[config.mk]
export PLATFORM = sky130hd
export DESIGN_NAME = led_matrix_scanner
export DESIGN_NICKNAME = d
export VERILOG_FILES = /design/src/rtl/led_matrix_pkg.sv /design/src/rtl/led_scan_timer.sv /design/src/rtl/led_matrix_scanner.sv
export SDC_FILE = /design/constraint.sdc
export NUM_CORES = 1
export LEC_CHECK = 0
export BUFFER_PORTS_ARGS = -buffer_cell sky130_fd_sc_hd__clkbuf_2
export CORE_AREA = 2 2 219 221
export CTS_CLUSTER_SIZE = 8
export DETAILED_ROUTE_END_ITERATION = 16
export DIE_AREA = 0 0 221 223
export SLEW_MARGIN = 25
export SYNTH_ARGS = -nofsm -noshare
export SYNTH_HDL_FRONTEND = slang
export SYNTH_SLANG_ARGS = --single-unit
[constraint.sdc]
create_clock -name CLK -period 2.2 [get_ports CLK]
set_clock_uncertainty 0.15 [all_clocks]
set_input_delay 0.44 -clock CLK [delete_from_list [all_inputs] [get_ports CLK]]
set_output_delay 0.44 -clock CLK [all_outputs]
set_load 0.01 [all_outputs]
[src/rtl/led_matrix_pkg.sv]
// Shared types and constants for the 16x16 bicolour LED matrix scanner.
package led_matrix_pkg;

    localparam int MATRIX_ROWS = 16;
    localparam int MATRIX_COLS = 16;

    typedef logic [MATRIX_COLS-1:0] pixel_row_t;
    typedef pixel_row_t [MATRIX_ROWS-1:0] pixel_frame_t;

    typedef enum logic {
        BLANK = 1'b0,
        DRIVE = 1'b1
    } scan_state_t;

    function automatic pixel_row_t row_onehot(input logic [3:0] row);
        return pixel_row_t'(1) << row;
    endfunction

endpackage

[src/rtl/led_scan_timer.sv]
// BLANK/DRIVE sequencer for one matrix row, with row-advance and frame-start strobes.
module led_scan_timer
    import led_matrix_pkg::*;
#(
    parameter int DRIVE_CYCLES = 1000,
    parameter int BLANK_CYCLES = 16
) (
    input  logic        clk_i,
    input  logic        rst_i,
    input  logic        en_i,
    input  logic        row_zero_i,
    output scan_state_t state_o,
    output logic        row_adv_o,
    output logic        frame_start_o
);

    localparam int MAXC  = (DRIVE_CYCLES > BLANK_CYCLES) ? DRIVE_CYCLES : BLANK_CYCLES;
    localparam int CNT_W = (MAXC > 1) ? $clog2(MAXC) : 1;
    localparam logic [CNT_W-1:0] BLANK_LAST = CNT_W'(BLANK_CYCLES - 1);
    localparam logic [CNT_W-1:0] DRIVE_LAST = CNT_W'(DRIVE_CYCLES - 1);

    scan_state_t      state_q, state_d;
    logic [CNT_W-1:0] cnt_q, cnt_d;
    logic             row_adv;

    always_ff @(posedge clk_i) begin
        if (rst_i) begin
            state_q <= BLANK;
            cnt_q   <= '0;
        end else begin
            state_q <= state_d;
            cnt_q   <= cnt_d;
        end
    end

    // A dropped enable parks the sequencer at the start of a fresh BLANK interval.
    always_comb begin
        state_d = state_q;
        cnt_d   = cnt_q + CNT_W'(1);
        row_adv = 1'b0;
        if (!en_i) begin
            state_d = BLANK;
            cnt_d   = '0;
        end else begin
            case (state_q)
                BLANK: begin
                    if (cnt_q == BLANK_LAST) begin
                        state_d = DRIVE;
                        cnt_d   = '0;
                    end
                end
                DRIVE: begin
                    if (cnt_q == DRIVE_LAST) begin
                        state_d = BLANK;
                        cnt_d   = '0;
                        row_adv = 1'b1;
                    end
                end
                default: begin
                    state_d = BLANK;
                    cnt_d   = '0;
                end
            endcase
        end
    end

    assign state_o       = state_q;
    assign row_adv_o     = row_adv;
    assign frame_start_o = en_i && (state_q == BLANK) && (cnt_q == '0) && row_zero_i;

endmodule

[src/rtl/led_matrix_scanner.sv]
// Row-multiplexed scan driver for a 16x16 red/green LED matrix; all outputs registered.
// Optional build macro LED_SCAN_FRAMELATCH_EN latches the pixel arrays at each frame start.
module led_matrix_scanner
    import led_matrix_pkg::*;
#(
    parameter int DRIVE_CYCLES = 1000,
    parameter int BLANK_CYCLES = 16
) (
    input  logic         CLK,
    input  logic         RST,
    input  logic         Enable,
    input  pixel_frame_t RedPixels,
    input  pixel_frame_t GrnPixels,
    output logic [15:0]  RowSelect,
    output logic [15:0]  RedDriver,
    output logic [15:0]  GrnDriver,
    output logic         FrameStart,
    output logic [3:0]   CurRow
);

    scan_state_t  scan_state;
    logic         row_adv;
    logic         frame_start;
    logic [3:0]   row_q, row_d;
    pixel_frame_t src_red, src_grn;

    pixel_row_t   row_sel_q, row_sel_d;
    pixel_row_t   red_q, red_d;
    pixel_row_t   grn_q, grn_d;
    logic         fs_q, fs_d;
    logic [3:0]   cur_row_q, cur_row_d;

    led_scan_timer #(
        .DRIVE_CYCLES(DRIVE_CYCLES),
        .BLANK_CYCLES(BLANK_CYCLES)
    ) u_timer (
        .clk_i        (CLK),
        .rst_i        (RST),
        .en_i         (Enable),
        .row_zero_i   (row_q == 4'd0),
        .state_o      (scan_state),
        .row_adv_o    (row_adv),
        .frame_start_o(frame_start)
    );

`ifdef LED_SCAN_FRAMELATCH_EN
    pixel_frame_t red_shadow_q, grn_shadow_q;

    always_ff @(posedge CLK) begin
        if (RST) begin
            red_shadow_q <= '0;
            grn_shadow_q <= '0;
        end else if (frame_start) begin
            red_shadow_q <= RedPixels;
            grn_shadow_q <= GrnPixels;
        end
    end

    assign src_red = red_shadow_q;
    assign src_grn = grn_shadow_q;
`else
    assign src_red = RedPixels;
    assign src_grn = GrnPixels;
`endif

    assign row_d = row_q + {3'b000, row_adv};

    always_comb begin
        row_sel_d = '0;
        red_d     = '0;
        grn_d     = '0;
        fs_d      = frame_start;
        cur_row_d = row_q;
        if (Enable && (scan_state == DRIVE)) begin
            row_sel_d = row_onehot(row_q);
            red_d     = src_red[row_q];
            grn_d     = src_grn[row_q];
        end
    end

    always_ff @(posedge CLK) begin
        if (RST) begin
            row_q     <= '0;
            row_sel_q <= '0;
            red_q     <= '0;
            grn_q     <= '0;
            fs_q      <= 1'b0;
            cur_row_q <= '0;
        end else begin
            row_q     <= row_d;
            row_sel_q <= row_sel_d;
            red_q     <= red_d;
            grn_q     <= grn_d;
            fs_q      <= fs_d;
            cur_row_q <= cur_row_d;
        end
    end

    assign RowSelect  = row_sel_q;
    assign RedDriver  = red_q;
    assign GrnDriver  = grn_q;
    assign FrameStart = fs_q;
    assign CurRow     = cur_row_q;

endmodule
==> results of run 1 <==
==> state kept, by name, indices dropped and copies added (netlist names) <==
| name | cells |
|---|---|
| u_timer.cnt_q | 10 |
| GrnDriver | 16 |
| CurRow | 4 |
| FrameStart | 1 |
| cur_row_d | 4 |
| u_timer.state_o | 1 |
| RowSelect | 16 |
| RedDriver | 16 |
==> placed cells by master (no fill, tap or decap), types with 9 or more instances in the layout <==
master       n
mux2i_1     58
dfxtp_1     65
o22ai_1     39
mux2_2      28
a22oi_1     15
nor2_1      46
o21ai_0     58
a2bb2oi_1   16
buf_4       41
buf_12      10
a211o_1     13
clkbuf_16    9
nand3_1     15
nand2_1     12
mux4_2      75
clkbuf_2   567
==> kinds of logic (layout without fill, tap and decap cells) <==
family	count (synthesis)	after routing	synth area share, %
mux	163	163	42.9
buf+inv	64	640	5.58
simple gates	107	107	8.74
compound gates	167	167	18.1
xor+xnor	10	10	1.44
fa+ha+maj	4	4	0.824
flops	68	68	22.4
other cells	0	4	0
==> cell type report <==
| class | count | area share (%) |
|---|---|---|
| sequential | 68 | 13.4 |
| multi-input combinational | 451 | 42.8 |
| clock buffer | 10 | 2.33 |
| inverter | 4 | 0.147 |
| tap | 615 | 7.51 |
| timing repair buffer | 620 | 33.0 |
| antenna | 4 | 0.0977 |
| clock inverter | 6 | 0.671 |
==> through the flow <==
step | power (mW) | util, % | cell area [µm²]
floorplan | 1.46 | - | 6070
global placement | 2.00 | 20.9 | 9870
detailed placement | 2.01 | 20.9 | 9870
CTS | 3.64 | 21.7 | 10200
global route | 3.74 | 21.7 | 10200
finish | 3.57 | 21.7 | 10200
==> routing by layer <==
layer | part of all wire [%] | wire (µm) | vias up
met5 | 0.072 | 28 | -
met4 | 2.1 | 820 | 4
met3 | 6.9 | 2660 | 47
met2 | 49 | 19000 | 421
met1 | 42 | 16300 | 3707
li1 | - | - | 3475
==> worst max-delay path by stage <==
| stage | endpoint | slack (ns) | cells after the start |
|---|---|---|---|
| finish | RedDriver[4] | 0.08 | 5 |
| global route | RedDriver[4] | 0.006 | 5 |
| CTS | GrnDriver[11] | 0.02 | 4 |
| detailed placement | RedDriver[4] | -0.21 | 5 |
| global placement | RedDriver[4] | -0.18 | 5 |
| floorplan | GrnDriver[3] | 0.40 | 6 |
==> critical path: stages (launching register included) <==
cell	delay, ns
dfxtp_4	0.50
buf_16	0.25
buf_6	0.16
mux4_2	0.52
mux2i_4	0.24
o21ai_0	0.11
==> power breakdown <==
| group | leakage [nW] | internal (mW) | switching [mW] |
|---|---|---|---|
| combinational | 3.74 | 0.479 | 0.269 |
| sequential | 0.550 | 1.23 | 0.00213 |
| clock | 0.146 | 0.919 | 0.670 |
==> timing repair <==
| action | CTS | global route |
|---|---|---|
| endpoints found under the setup margin | 2 | 2 |
| resized for setup | 5 | 0 |
| setup buffers | 0 | 4 |
==> run_results.csv, run 1 <==
group,metric,value,unit
sta,worst_hold_slack,0.205,ns
setup_path,crit_fanout,34,
place,io_buffers,567,
cts,cts-root-buf,"clkbuf_16",
grt,antenna_found_initial,9,
floorplan,die_y,223,µm
place,detailedPlace.worstSlack,-0.207,ns
final_layout,seqCellArea,1370,µm²
floorplan,std_cell_rows,80,
grt,busiest_layer,"met2",
drt,antenna_left,0,
sta,slew_violations,0,
drt,vias,7654,
cts,cts.sinks,68,
final_layout,area_growth,68.8,%
setup_path,required,2.27,ns
setup_path,worstReg2RegEnd,"RedDriver[4]",
setup_path,regToRegStartpoint,"cur_row_d[0]",
floorplan,die_x,221,µm
logic_synthesis,synth_async_sr_flop_share,0,%
sta,rsz0062_at_grt,"false",
worst_hold_path,hold_class,"input pin to flop",
floorplan,core_area,47100,µm²
drt,drc,0,
sta,worst_slew_pin_slew,0.592,ns
place,dp.cells,1754,
setup_path,r2r_setup_slack,0.08,ns
sta,hold_viol_final,0,
cts,clockBufferDepth,2,
power,ir_worst_vdd,282,µV
power,leakage,4.44,nW
setup_path,endpoint_kind,"flop",
grt,grt_use_total,15.1,%
worst_hold_path,min-delay-start,"RST",
grt,grt_overflow,0,
floorplan,start_util,12.9,%
logic_synthesis,ys_warn_count,0,
sta,period_needed,2.12,ns
run,maxCapViolations,0,
cts,cts-buffers-inserted,9,
worst_hold_path,whs_endpoint,"CurRow[3]",
sta,timing.fmax,472,MHz
logic_synthesis,synthesis.instances,583,
cts,clk_pin_slew,0.07,ns
setup_path,worst_ep_arrival_time,2.19,ns
logic_synthesis,synth_flop_cell,"dfxtp_1",
logic_synthesis,syn_nets,1102,
worst_hold_path,min_path_cells,2,
drt,wl_per_cell,21.8,µm
setup_path,crit_type,"flop to flop",
setup_path,rr_worst_depth,5,
cts,ctsHoldBuffers,0,
final_layout,layout-drive-gt1-share,64.6,%
place,gp_congestion,0.938,
drt,drt-total-wl,38800,µm
logic_synthesis,synthTopCellsByCount,"mux4_2 (75), dfxtp_1 (68), mux2i_1 (60)",
drt,drt_iter0_markers,539,
floorplan,dieArea,49300,µm²
grt,grt_pass1_vias,7978,
logic_synthesis,ys_ff_latch,68,
status,outcome,"complete, no violations",
final_layout,nFillCells,5191,
cts,cts_tree,"done",
sta,relSlewSlack,60.5,%
logic_synthesis,syn_avg_cell_area,10.4,µm²
sta,setup_violations,0,
final_layout,stdcell_count,1778,
final_layout,nets,1673,
grt,met3_usage,3.99,%
logic_synthesis,synth.most_common_cell,"mux4_2",
sta,setup_ws,0.0827,ns
logic_synthesis,synth_top_area_share,27.8,%
drt,via_per_inst,4.30,
drt,firstDrtPassIters,5,
setup_path,worst_setup_path_start_kind,"flop",
floorplan,io-pin-count,568,
sta,fin_crit_sh,96.2,%
grt,use_met2,25.7,%
logic_synthesis,syn_area,6070,µm²
logic_synthesis,ys_seq_area_share,22.4,%
sta,fin_tns_setup,0,ns
power,powerDensity,348,nW/µm²
grt,grtUsageMet1,18.7,%
cts,clock_latency,0.36,ns
logic_synthesis,synth_top_area_cell,"mux4_2",
grt,grt_pass1_wl,53600,µm
logic_synthesis,synth.distinct_cells,43,
logic_synthesis,synthTopCellsByArea,"mux4_2 (28%), dfxtp_1 (22%), mux2i_1 (9.9%), mux2_2 (5.2%), o21ai_0 (4.8%)",
place,hpwl,33100,µm
logic_synthesis,synth_edf_count,0,
final_layout,multi_input_area,4390,µm²
setup_path,crit_start,"cur_row_d[0]",
grt,grt_max_degree,45,
cts,ctsHtreeMaxLevel,3,
Note: power is estimated with default switching activity, not from simulation.
==> run 2: changes to the inputs <==
--- a/config.mk
+++ b/config.mk
@@ -5,11 +5,11 @@
 export SDC_FILE = /design/constraint.sdc
 export NUM_CORES = 1
 export LEC_CHECK = 0
+export ABC_AREA = 1
 export BUFFER_PORTS_ARGS = -buffer_cell sky130_fd_sc_hd__clkbuf_2
-export CORE_AREA = 2 2 219 221
-export CTS_CLUSTER_SIZE = 8
+export CORE_AREA = 2 2 222 224
 export DETAILED_ROUTE_END_ITERATION = 16
-export DIE_AREA = 0 0 221 223
+export DIE_AREA = 0 0 224 226
 export SLEW_MARGIN = 25
 export SYNTH_ARGS = -nofsm -noshare
 export SYNTH_HDL_FRONTEND = slang
==> run 2 against run 1 <==
Critical path depth grew 2. Hold slack gained 0.059 ns. Total power fell by 2.8%. Flip-flop and latch count is the same. Combinational power grew 7.5%. Area after synthesis increased by 18%. Global-route usage up 4.4 points. Wire length up 31%. Critical path type unchanged. Via count increased by 44%. Non-clock buffer count down 17. First-iteration DRC count rose by 22%.
==> run_results.csv, run 2 <==
group,metric,value,unit
cts,clk_pin_slew,0.07,ns
logic_synthesis,syn_area,7170,µm²
logic_synthesis,synth_top_area_cell,"nand2_1",
drt,drt-total-wl,50800,µm
logic_synthesis,synthesis.instances,1476,
final_layout,layout_commonest_cell,"nand2_1",
final_layout,layout-drive-gt1-share,31.6,%
final_layout,area_growth,54.7,%
cts,cts-buffers-inserted,9,
sta,setup_violations,0,
final_layout,nets,2506,
drt,drc,0,
grt,grt_pass1_wl,70400,µm
power,leakage,6.42,nW
logic_synthesis,syn_avg_cell_area,4.86,µm²
floorplan,start_util,14.8,%
setup_path,endpoint_kind,"flop",
logic_synthesis,synth.distinct_cells,18,
setup_path,path_cells,"buf_12, nor2_4, buf_4, a21oi_1, nand3_1, nand3_1, nand2_1",
setup_path,worst_ep_arrival_time,2.14,ns
setup_path,crit_type,"flop to flop",
final_layout,multi_input_area,5230,µm²
power,power,3.47,mW
logic_synthesis,ys_warn_count,0,
floorplan,io-pin-count,568,
status,outcome,"complete, no violations",
place,dpl_cell_area,10800,µm²
grt,grt_use_total,19.5,%
setup_path,path_buf_inv,2,
final_layout,seqCellArea,1370,µm²
logic_synthesis,synth_async_sr_flop_share,0,%
setup_path,worst_setup_path_start_kind,"flop",
setup_path,required,2.28,ns
sta,relSlewSlack,63.1,%
final_layout,nFillCells,5709,
floorplan,die_x,224,µm
setup_path,slowest_delay,0.46,ns
final_layout,final_cell_mix,"nand2_1 (972), clkbuf_2 (567), nand3_1 (207), dfxtp_1 (65), a21oi_1 (33)",
final_layout,design_area,11100,µm²
grt,antenna_found_initial,11,
cts,cts-root-buf,"clkbuf_16",
cts,ctsHoldBuffers,0,
sta,fin_tns_setup,0,ns
drt,firstDrtPassIters,5,
sta,slew_violations,0,
floorplan,std_cell_rows,81,
logic_synthesis,synth_top_area_share,50.9,%
logic_synthesis,synthTopCellsByCount,"nand2_1 (972), nand3_1 (207), buf_2 (83)",
sta,period_needed,2.06,ns
cts,clock_latency,0.35,ns
logic_synthesis,synth_edf_count,0,
sta,worst_slew_pin_slew,0.552,ns
drt,vias,11000,
cts,cts.sinks,68,
power,powerDensity,313,nW/µm²
floorplan,core_area,48300,µm²
drt,wl_per_cell,19.4,µm
logic_synthesis,synth.most_common_cell,"nand2_1",
logic_synthesis,synthTopCellsByArea,"nand2_1 (51%), dfxtp_1 (19%), nand3_1 (14%), buf_2 (5.8%), a21oi_1 (2.3%)",
place,io_buffers,567,
sta,fin_crit_sh,93.6,%
floorplan,die_y,226,µm
cts,ctsHtreeMaxLevel,3,
grt,grt_overflow,0,
setup_path,slowest_stage,"dfxtp_4",
logic_synthesis,ys_seq_area_share,19.0,%
logic_synthesis,ys_ff_latch,68,
place,detailedPlace.worstSlack,0.0115,ns
sta,hold_viol_final,0,
logic_synthesis,syn_nets,1995,
cts,postCtsSetupRepairBufs,0,
power,ir_worst_vdd,227,µV
cts,cts.repair.resized,0,
drt,antenna_left,0,
setup_path,crit_fanout,56,
cts,clockBufferDepth,2,
cts,cts_tree,"done",
logic_synthesis,synth_flop_cell,"dfxtp_1",
drt,via_per_inst,4.19,
floorplan,dieArea,50600,µm²
run,maxCapViolations,0,
worst_hold_path,hold_class,"input pin to flop",
sta,timing.fmax,486,MHz
grt,grt_pass1_vias,10600,
place,gp_congestion,0.885,
place,hpwl,42100,µm
sta,setup_ws,0.141,ns
setup_path,crit_family,"simple AND/OR/NAND/NOR gates",
sta,rsz0062_at_grt,"false",
grt,grt_max_degree,86,
drt,drt_iter0_markers,657,
setup_path,critPathMostFrequentCell,"nand3_1",
run 2: changes by cell type after synthesis, sizes merged, moves of 14 or more:
| cell | delta |
|---|---|
| a21oi | +25 |
| a22oi | -15 |
| a2bb2oi | -16 |
| buf | +50 |
| inv | +23 |
| mux2 | -28 |
| mux2i | -60 |
| mux4 | -75 |
| nand2 | +959 |
| nand3 | +192 |
| nor3 | +14 |
| o21ai | -58 |
| o22ai | -39 |
run 2: report_power, final:
part           switching [mW]  leakage [nW]  internal, mW
combinational           0.364          5.73         0.440
clock                   0.661         0.137         0.771
sequential            0.00214         0.550          1.23
total                    1.03          6.42          2.44
run 2: layer usage:
| layer | up-vias | global-route usage [%] | routed length (µm) |
|---|---|---|---|
| met4 | 8 | 7.03 | 1600 |
| li1 | 5613 | - | - |
| met5 | - | 0 | 47 |
| met1 | 4807 | 23.9 | 21800 |
| met2 | 490 | 34.3 | 24300 |
| met3 | 72 | 3.20 | 3000 |
run 2: cells by family after synthesis:
kind of cell / synth area share, %
DFF: 19.0
and+or+nand+nor: 68.9
xor gates and xnor gates: 0.733
adders and majority gates: 0.698
AOI/OAI and AO/OA: 2.41
buffers and inverters: 8.25
run 2: final cells by class:
type	count	share of cell area (%)
antenna	8	0.180
clock buffer	9	2.03
clock inverter	7	0.451
inverter	27	1.03
multi-input combinational	1278	47.1
sequential	68	12.4
tap	622	7.01
timing repair buffer	603	29.8
run 2: final timing paths:
path | startpoint | end | slack (ns) | cells after the start
setup / recovery | cur_row_d[0] | RedDriver[14] | 0.14 | 7
hold / removal | RST | FrameStart | 0.26 | 4
setup reg to reg | cur_row_d[0] | RedDriver[14] | 0.14 | 7
hold reg to reg | u_timer.cnt_q[0] | u_timer.cnt_q[0] | 0.34 | 1
run 2: worst reg2reg max path: stages (launching register included):
cell and delay (ns):
dfxtp_4 0.46, buf_12 0.25, nor2_4 0.14, buf_4 0.23, a21oi_1 0.14, nand3_1 0.22
nand3_1 0.28, nand2_1 0.07
run 2: through the flow:
step	instances	hold slack [ns]	utilization, %
2_1_floorplan	1476	0.280	-
3_3_place_gp	2598	0.296	22.3
3_5_place_dp	2598	0.298	22.3
4_1_cts	2614	0.247	22.9
5_1_grt	2619	0.258	22.9
6_report	2622	0.264	23.0
